===== src/rtl/mem_pkg.sv =====
// Shared encodings for the memory initiator: request sizes, FSM states and
// the default responder read latency.
package mem_pkg;

    localparam logic [1:0] SZ_BYTE = 2'b00;
    localparam logic [1:0] SZ_HALF = 2'b01;
    localparam logic [1:0] SZ_WORD = 2'b10;

    localparam int RD_LAT_DEF = 2;

    typedef enum logic [1:0] {
        IDLE,
        ACCESS,
        CAPTURE,
        RESP
    } state_t;

endpackage


===== src/rtl/mem_lane_align.sv =====
// Combinational lane logic: alignment check, byte-enable and store-data
// replication, and load-data shift/mask/extend.
module mem_lane_align
    import mem_pkg::*;
(
    input  logic [1:0]  off,
    input  logic [1:0]  size,
    input  logic        sgn,
    input  logic [31:0] wdata_in,
    input  logic [31:0] rdata_in,
    output logic        misalign,
    output logic [3:0]  b_en,
    output logic [31:0] wdata_rep,
    output logic [31:0] rdata_ext
);

    logic [31:0] shifted;

    always_comb begin
        shifted   = rdata_in >> {off, 3'b000};
        misalign  = 1'b0;
        b_en      = 4'b0000;
        wdata_rep = wdata_in;
        rdata_ext = shifted;
        case (size)
            SZ_BYTE: begin
                b_en      = 4'b0001 << off;
                wdata_rep = {4{wdata_in[7:0]}};
                rdata_ext = {{24{sgn & shifted[7]}}, shifted[7:0]};
            end
            SZ_HALF: begin
                misalign  = off[0];
                b_en      = 4'b0011 << off;
                wdata_rep = {2{wdata_in[15:0]}};
                rdata_ext = {{16{sgn & shifted[15]}}, shifted[15:0]};
            end
            SZ_WORD: begin
                misalign  = |off;
                b_en      = 4'b1111;
                wdata_rep = wdata_in;
                rdata_ext = shifted;
            end
            default: begin
                // size 11 is never legal; no lanes, no data
                misalign  = 1'b1;
                b_en      = 4'b0000;
                rdata_ext = 32'h0;
            end
        endcase
    end

endmodule


===== src/rtl/mem_initiator.sv =====
// Single-outstanding load/store initiator driving a byte-enabled SRAM port,
// with stall handling, sticky error capture and load-data extension.
//
//   state   | meaning
//   --------+-----------------------------------------------------------
//   IDLE    | req_ready high, waiting for a request
//   ACCESS  | request driven on the mem port; counts unstalled cycles
//   CAPTURE | load only: w_en low, latch extended data on first unstalled edge
//   RESP    | one-cycle rsp_valid pulse, enables low
module mem_initiator
    import mem_pkg::*;
#(
    parameter int addr_w = 32,
    parameter int data_w = 32,
    parameter int RD_LAT = RD_LAT_DEF
) (
    input  logic              gclk,
    input  logic              resetn,
    input  logic              req_valid,
    output logic              req_ready,
    input  logic [addr_w-1:0] req_addr,
    input  logic              req_wen,
    input  logic [1:0]        req_size,
    input  logic              req_signed,
    input  logic [data_w-1:0] req_wdata,
    output logic              rsp_valid,
    output logic [data_w-1:0] rsp_rdata,
    output logic              rsp_error,
    output logic [addr_w-1:0] mem_addr,
    output logic [data_w-1:0] mem_wdata,
    output logic [3:0]        mem_b_en,
    output logic              mem_w_en,
    input  logic [data_w-1:0] mem_rdata,
    input  logic              mem_stall,
    input  logic              mem_error
);

    localparam int               CNT_W    = $clog2(RD_LAT + 1);
    localparam logic [CNT_W-1:0] CNT_LAST = CNT_W'(RD_LAT - 1);

    state_t           state;
    logic [CNT_W-1:0] cnt;
    logic             err_acc;
    logic [1:0]       r_off;
    logic [1:0]       r_size;
    logic             r_signed;
    logic             r_wen;

    logic [1:0]       al_off;
    logic [1:0]       al_size;
    logic             al_sgn;
    logic             misalign;
    logic [3:0]       al_b_en;
    logic [31:0]      al_wdata;
    logic [31:0]      al_rdata;
    logic             err_now;

    // In IDLE the aligner looks at the incoming request, afterwards at the held one.
    assign al_off    = (state == IDLE) ? req_addr[1:0] : r_off;
    assign al_size   = (state == IDLE) ? req_size      : r_size;
    assign al_sgn    = (state == IDLE) ? req_signed    : r_signed;
    assign err_now   = err_acc | mem_error;
    assign req_ready = (state == IDLE);

    mem_lane_align u_align (
        .off       (al_off),
        .size      (al_size),
        .sgn       (al_sgn),
        .wdata_in  (req_wdata),
        .rdata_in  (mem_rdata),
        .misalign  (misalign),
        .b_en      (al_b_en),
        .wdata_rep (al_wdata),
        .rdata_ext (al_rdata)
    );

    always_ff @(posedge gclk or negedge resetn) begin
        if (!resetn) begin
            state     <= IDLE;
            cnt       <= '0;
            err_acc   <= 1'b0;
            r_off     <= 2'b00;
            r_size    <= 2'b00;
            r_signed  <= 1'b0;
            r_wen     <= 1'b0;
            rsp_valid <= 1'b0;
            rsp_rdata <= '0;
            rsp_error <= 1'b0;
            mem_addr  <= '0;
            mem_wdata <= '0;
            mem_b_en  <= 4'b0000;
            mem_w_en  <= 1'b0;
        end else begin
            case (state)
                IDLE: begin
                    rsp_valid <= 1'b0;
                    rsp_rdata <= '0;
                    rsp_error <= 1'b0;
                    if (req_valid) begin
                        r_off     <= req_addr[1:0];
                        r_size    <= req_size;
                        r_signed  <= req_signed;
                        r_wen     <= req_wen;
                        mem_addr  <= {req_addr[addr_w-1:2], 2'b00};
                        mem_wdata <= al_wdata;
                        cnt       <= '0;
                        err_acc   <= 1'b0;
                        if (misalign) begin
                            state     <= RESP;
                            rsp_valid <= 1'b1;
                            rsp_error <= 1'b1;
                        end else begin
                            state    <= ACCESS;
                            mem_b_en <= al_b_en;
                            mem_w_en <= req_wen;
                        end
                    end
                end
                ACCESS: begin
                    err_acc <= err_now;
                    if (!mem_stall) begin
                        cnt <= cnt + 1'b1;
                        if (r_wen) begin
                            state     <= RESP;
                            rsp_valid <= 1'b1;
                            rsp_error <= err_now;
                            rsp_rdata <= '0;
                            mem_b_en  <= 4'b0000;
                            mem_w_en  <= 1'b0;
                        end else if (cnt == CNT_LAST) begin
                            state    <= CAPTURE;
                            mem_w_en <= 1'b0;
                        end
                    end
                end
                CAPTURE: begin
                    err_acc <= err_now;
                    if (!mem_stall) begin
                        state     <= RESP;
                        rsp_valid <= 1'b1;
                        rsp_error <= err_now;
                        rsp_rdata <= err_now ? '0 : al_rdata;
                        mem_b_en  <= 4'b0000;
                        mem_w_en  <= 1'b0;
                    end
                end
                RESP: begin
                    state     <= IDLE;
                    rsp_valid <= 1'b0;
                    rsp_rdata <= '0;
                    rsp_error <= 1'b0;
                    err_acc   <= 1'b0;
                    cnt       <= '0;
                end
                default: state <= IDLE;
            endcase
        end
    end

endmodule


===== config.mk =====
export PLATFORM = sky130hd
export DESIGN_NAME = mem_initiator
export DESIGN_NICKNAME = d
export VERILOG_FILES = /design/src/rtl/mem_pkg.sv /design/src/rtl/mem_lane_align.sv /design/src/rtl/mem_initiator.sv
export SDC_FILE = /design/constraint.sdc
export NUM_CORES = 1
export LEC_CHECK = 0
export CORE_ASPECT_RATIO = 1.75
export CORE_MARGIN = 10
export CORE_UTILIZATION = 44
export CTS_CLUSTER_SIZE = 12
export DETAILED_ROUTE_END_ITERATION = 10
export PLACE_DENSITY = 0.77
export RECOVER_POWER = 100
export SETUP_SLACK_MARGIN = 0.1
export SLEW_MARGIN = 15
export SYNTH_ARGS = -nofsm -noshare
export SYNTH_HDL_FRONTEND = slang
export SYNTH_SLANG_ARGS = --single-unit

===== constraint.sdc =====
create_clock -name gclk -period 2.6 [get_ports gclk]
set_clock_uncertainty 0.15 [all_clocks]
set_input_delay 0.52 -clock gclk [delete_from_list [all_inputs] [get_ports gclk]]
set_output_delay 0.52 -clock gclk [all_outputs]
set_load 0.01 [all_outputs]

==> results of run 1 <==
-- logic make-up (layout without fill, tap and decap cells) --
logic type      count (synthesis)  count (layout)  share of synthesized area, %
compound gates                133             133                         17.67
simple gates                  106             106                         9.624
other cells                     1               2                       0.06835
buf+inv                        41             274                         4.173
flops                         112             112                         51.08
fa+ha+maj                       5               5                         1.140
xor+xnor                        2               2                        0.3193
mux                            79              79                         15.92
-- flip-flops by register name, indices dropped and copies added (netlist names) --
| signal | cells |
|---|---|
| cnt | 2 |
| err_acc | 1 |
| mem_addr | 30 |
| mem_b_en | 4 |
| mem_w_en | 1 |
| mem_wdata | 32 |
| r_off | 2 |
| r_signed | 1 |
| r_size | 2 |
| r_wen | 1 |
| rsp_error | 1 |
| rsp_rdata | 32 |
| rsp_valid | 1 |
| state | 2 |
-- tightest hold or removal path, stage by stage, from the launching register on --
cell	delay, ns
dfrtp_1	0.34
nand2_1	0.04
o21ai_0	0.06
-- metrics by stage --
step	power, W	hold WS (ns)	utilization [%]	area (µm²)
6_report	0.009378	0.3253	68.70	8337
5_1_grt	0.009958	0.3672	68.70	8337
4_1_cts	0.009630	0.3356	68.58	8323
3_5_place_dp	0.008041	0.3192	65.36	7931
3_3_place_gp	0.007898	0.3118	65.36	7931
2_1_floorplan	0.005630	0.07441	-	5490
-- repair_timing --
action                                 CTS  global route
gates resized for setup                  4             9
buffers inserted                         2             0
setup endpoints to repair               25            44
endpoints found under the hold margin   33             0
hold buffers                             1             0
pin swaps                                1             1
gates cloned                             0             1
-- path summary, 6_finish.rpt --
path,start,end,slack (ns),cells after the start
min in group asynchronous,resetn,rsp_rdata[24],0.69,2
setup / recovery,state[1],rsp_rdata[29],0.14,9
hold reg to reg,mem_wdata[9],mem_wdata[9],0.33,2
setup reg to reg,state[1],rsp_rdata[29],0.14,9
hold / removal,mem_wdata[9],mem_wdata[9],0.33,2
max in group asynchronous,resetn,mem_addr[4],0.48,3
-- cell type report --
| type | count | share of cell area, % |
|---|---|---|
| clock inverters | 6 | 1.216 |
| well taps | 165 | 2.476 |
| multi-input cells | 327 | 30.09 |
| flip-flops and latches | 112 | 33.62 |
| repair buffers | 250 | 29.37 |
| clock buffers | 10 | 2.867 |
| inverters | 8 | 0.3602 |
-- per-layer routing --
layer	vias to the layer above	global-route usage, %	part of all wire [%]
met5	-	0	0
met4	0	8.024	3.0
met3	29	5.611	6.8
met2	200	39.23	56
met1	2355	20.78	34
li1	2238	-	-
-- cell usage in the layout (no fill, tap or decap), drive strengths merged, types with 19 or more instances in the layout --
cell | netlist | layout
o21ai | 41 | 41
clkdlybuf4s50 | 0 | 103
a221o | 24 | 24
buf | 22 | 34
clkbuf | 11 | 20
mux2i | 19 | 19
a21oi | 24 | 24
nand2 | 53 | 53
nor2 | 21 | 21
dfrtp | 112 | 112
mux2 | 60 | 60
dlygate4sd3 | 0 | 102
-- power groups by stage --
stage               Combinational, W  Clock, W  Sequential, W
floorplan                    0.00263         0        0.00300
global placement             0.00513         0        0.00277
detailed placement           0.00523         0        0.00281
CTS                          0.00527   0.00158        0.00278
global route                 0.00547   0.00165        0.00284
finish                       0.00507   0.00155        0.00275
==> flow_summary.toml, run 1 <==
[timing]
finalWorstSetupSlack_ns = 0.1416
fin_crit_ns = 2.458
tightest_slew_ns = 0.9147
hold_viol_final = 0
period_share_pct = 94.55
maxSlewViolCount = 0
setup_viol = 0
max_clock_freq_mhz = 406.8
relSlewSlack_pct = 39.02
tns_ns = 0
rsz0062_at_grt = "no"

[floorplan]
die_h_um = 167.7
die_area_mm2 = 0.01751
core-area_mm2 = 0.01214
die_w_um = 104.4
start_util_pct = 45.21
ios = 209
num_rows = 53

[synthesis]
yosysMostFrequentCell = "dfrtp_1"
syn_inst = 479
ys_ff_latch = 112
synth.top_cell.area_share_pct = 51.08
synth_warnings = 0
synth_flop_cell = "dfrtp_1"
synth_top_area_cell = "dfrtp_1"
postSynth.asyncResetShare_pct = 100.0
synth.distinct_cells = 56
ys_top_cells_by_area = "dfrtp_1 (51%), mux2_2 (11%), a221o_1 (4.4%)"
ys_seq_area_share_pct = 51.08
avgSynthCellArea_um2 = 11.45
syn_area_mm2 = 0.005487
yosys-top-cells-count = "dfrtp_1 (112), mux2_2 (54), nand2_1 (53)"
synth_edf_count = 0

[critical_path]
critPathMaxFanout = 12
cp.required_ns = 2.73
cp-start-kind = "flop"
criticalPathCategory = "reg2reg"
cp_num_buf_inv = 3
cp_top_family = "compound AO/OA/AOI/OAI gates"
slowest_delay_ns = 0.40
end_kind = "flop"
slowest_stage = "a311oi_4"
crit_arrival_ns = 2.59
worstPathCellList = "inv_1 -> ha_4 -> buf_12 -> mux2i_1 -> and2_1 -> o211ai_1 -> a311oi_4 -> clkbuf_1 -> a221o_1"

[global_routing]
grt_overflow = 0
track_usage_pct = 20.75
grt_max_degree = 56
antenna_found_initial = 0
first_global_vias = 5190
grt_pass1_wl_mm = 29.19

[power]
peakVddDrop_mv = 0.5289
net-switching-power_w = 0.003622
power_density_mw_per_mm2 = 1125
clkPwrFrac_pct = 16.6
p_seq_share_pct = 29.4
leakagePower_nw = 3.717
power.share.switching_pct = 38.62
p_int_w = 0.005756
comb_power_share_pct = 54.1

[detailed_routing]
wl_per_cell_um = 21.30
drt_iter0_markers = 185
route.detailed.drc = 0
routed_via_density = 5.492
antenna_left = 0
dr.pass1.iters = 4
vias = 4822
wirelength_mm = 18.70

[clock_network]
cts_root_buf = "clkbuf_16"
htreeDepth = 3
cts.sinks = 112
numCtsBuffers = 9
cts_buffer_depth = 2
insertion_delay_ns = 0.35
clk_pin_slew_ns = 0.07
cts_tree = "done"

[cells_and_area]
antennaDiodeCount = 0
multi_input_area_mm2 = 0.002509
regArea_mm2 = 0.002803
syn2layout_area_growth_pct = 51.95
nFillCells = 935
final_cells = 878
drive_gt1_share_pct = 17.53
nNetsFinal = 818

[placement]
place_ws_ns = -0.3168
dp.cells = 858
gp_congestion = 0.8897
io_buffers = 206
hpwl_mm = 14.72

[hold_path]
worstHoldPathType = "reg2reg"

[run_status]
status = "finished clean"

[job]
maxCapViolCount = 0
Power figures use the tool's default switching activity.
==> run 2, diff against run 1 <==
--- a/config.mk
+++ b/config.mk
@@ -8,7 +8,7 @@
 export CORE_ASPECT_RATIO = 1.75
 export CORE_MARGIN = 10
 export CORE_UTILIZATION = 44
-export CTS_CLUSTER_SIZE = 12
+export CTS_CLUSTER_SIZE = 16
 export DETAILED_ROUTE_END_ITERATION = 10
 export PLACE_DENSITY = 0.77
 export RECOVER_POWER = 100
==> results of run 2 <==
Final layout, timing and power as in run 1 (identical DEF).
==> run 3, diff against run 2 <==
--- a/config.mk
+++ b/config.mk
@@ -7,10 +7,12 @@
 export LEC_CHECK = 0
 export CORE_ASPECT_RATIO = 1.75
 export CORE_MARGIN = 10
-export CORE_UTILIZATION = 44
+export CORE_UTILIZATION = 55
+export CTS_BUF_LIST = sky130_fd_sc_hd__clkbuf_16
 export CTS_CLUSTER_SIZE = 16
 export DETAILED_ROUTE_END_ITERATION = 10
-export PLACE_DENSITY = 0.77
+export DONT_BUFFER_PORTS = 1
+export PLACE_DENSITY = 0.67
 export RECOVER_POWER = 100
 export SETUP_SLACK_MARGIN = 0.1
 export SLEW_MARGIN = 15
==> flow_summary.toml, run 3 (same netlist as run 1, synthesis figures left out) <==
[power]
p_seq_share_pct = 41.0
comb_power_share_pct = 41.8
p_int_w = 0.004562
power_density_mw_per_mm2 = 1314
leakagePower_nw = 2.629
peakVddDrop_mv = 0.6248
net-switching-power_w = 0.003280
power.share.switching_pct = 41.83
clkPwrFrac_pct = 17.3

[cells_and_area]
syn2layout_area_growth_pct = 8.757
largest_registers = "mem_wdata (32), rsp_rdata (32), mem_addr (30)"
regArea_mm2 = 0.002803
multi_input_area_mm2 = 0.002496
mostFrequentLayoutCells = "dfrtp_1 (112), nand2_1 (52), mux2_2 (49), o21ai_0 (34), a221o_1 (24)"
fin_area_mm2 = 0.005967
drive_gt1_share_pct = 21.49
final_common_cell = "dfrtp_1"
nNetsFinal = 589
antennaDiodeCount = 0
nFillCells = 781

[detailed_routing]
dr.pass1.iters = 4
highest_layer = "met4"
antenna_left = 0
drt_iter0_markers = 188
dr_wl_met2_mm = 8.298
route.detailed.drc = 0
vias = 3852
routed_via_density = 6.325
wl_per_cell_um = 25.42
wl_met1_mm = 4.770
wl_met3_mm = 1.836
wirelength_mm = 15.48

[global_routing]
track_usage_pct = 20.97
antenna_found_initial = 0
grt_pass1_wl_mm = 23.55
grt_max_degree = 113
grt_overflow = 0
first_global_vias = 4166

[critical_path]
critPathMaxFanout = 16
slowest_stage = "dfrtp_1"
cp_top_family = "multiplexers"
slowest_delay_ns = 0.38
crit_top_cell = "mux2_4"
cp-start-kind = "flop"
cp.required_ns = 2.67
cp_num_buf_inv = 2
worstPathCellList = "inv_1 -> ha_2 -> mux2_4 -> mux2_4 -> nand4_4 -> a311oi_4 -> buf_12 -> a221o_1"
criticalPathCategory = "reg2reg"
crit_arrival_ns = 2.49
end_kind = "flop"

[floorplan]
ios = 209
die_h_um = 152.1
die_area_mm2 = 0.01453
core-area_mm2 = 0.009789
num_rows = 48
start_util_pct = 56.05
die_w_um = 95.50

[clock_network]
numCtsBuffers = 9
cts_tree = "done"
cts_buffer_depth = 2
htreeDepth = 3
clk_pin_slew_ns = 0.08
cts.sinks = 112
cts_root_buf = "clkbuf_16"
insertion_delay_ns = 0.35

[job]
maxCapViolCount = 0

[placement]
io_buffers = 0
gp_congestion = 0.9012
placed_area_mm2 = 0.005659
place_ws_ns = -0.01149
hpwl_mm = 12.09

[run_status]
failed_checks = "hold timing"
status = "complete, but fails checks"

[timing]
fin_crit_ns = 2.424
tightest_slew_ns = 0.6065
rsz0062_at_grt = "yes"
max_clock_freq_mhz = 412.5
maxSlewViolCount = 0
hold_viol_final = 112
setup_viol = 0
fin_hold_ws_ns = -0.2917
finalWorstSetupSlack_ns = 0.1756
relSlewSlack_pct = 59.57
period_share_pct = 93.24

[hold_path]
worstHoldPathType = "in2async"
-- run 3: cell types whose count changed in the layout (fill, tap and decap cells not counted), sizes merged --
cell / change
clkdlybuf4s50: -103
dlygate4sd3: -102
dlygate4sd2: -1
clkinvlp: -1
inv: +2
clkinv: +2
clkbuf: -8
buf: -16
bufinv: -2
-- run 3: final cells by class --
class / instances / share of cell area (%)
clock buffer: 9 / 3.774
inverter: 8 / 0.5033
timing repair buffer: 21 / 3.103
multi-input combinational: 327 / 41.83
sequential: 112 / 46.97
clock inverter: 7 / 1.195
tap: 125 / 2.621
-- run 3: final timing paths --
check                        startpoint            end  slack (ns)  depth (start not counted)
hold reg to reg                r_signed       r_signed        0.37                          1
setup / recovery               state[0]  rsp_rdata[29]        0.18                          8
hold / removal                   resetn    mem_addr[5]       -0.29                          0
max in group asynchronous        resetn       state[1]        2.44                          0
setup reg to reg               state[0]  rsp_rdata[29]        0.18                          8
min in group gclk          req_wdata[6]   mem_wdata[6]        0.16                          1
-- run 3: what timing repair did --
item                                    4_1_cts  5_1_grt
endpoints found under the setup margin       21       28
pin swaps                                     2        1
buffers inserted                              1        0
endpoints found under the hold margin       112      112
cloned                                        0        0
gates resized for setup                       3        3
-- run 3: through the flow --
stage               power (W)  cells  TNS (ns)  utilization [%]
global route         0.008367    609         0            60.95
finish               0.007841    609         0            60.95
CTS                  0.007939    609         0            61.04
global placement     0.006443    592         0            57.81
floorplan            0.005630    480         0                -
detailed placement   0.006559    592  -0.02205            57.81
-- run 3: power groups by stage --
stage | Clock [W] | Combinational [W] | Sequential (W)
after floorplan | 0 | 0.00263 | 0.00300
after global placement | 0 | 0.00319 | 0.00325
after detailed placement | 0 | 0.00329 | 0.00327
after CTS | 0.00138 | 0.00332 | 0.00324
after global routing | 0.00146 | 0.00362 | 0.00329
final | 0.00135 | 0.00327 | 0.00321
-- run 3: routing by layer --
layer / track usage, % / up-vias
li1: - / 1761
met1: 19.44 / 1894
met2: 37.52 / 167
met3: 9.176 / 30
met4: 9.457 / 0
met5: 0 / -
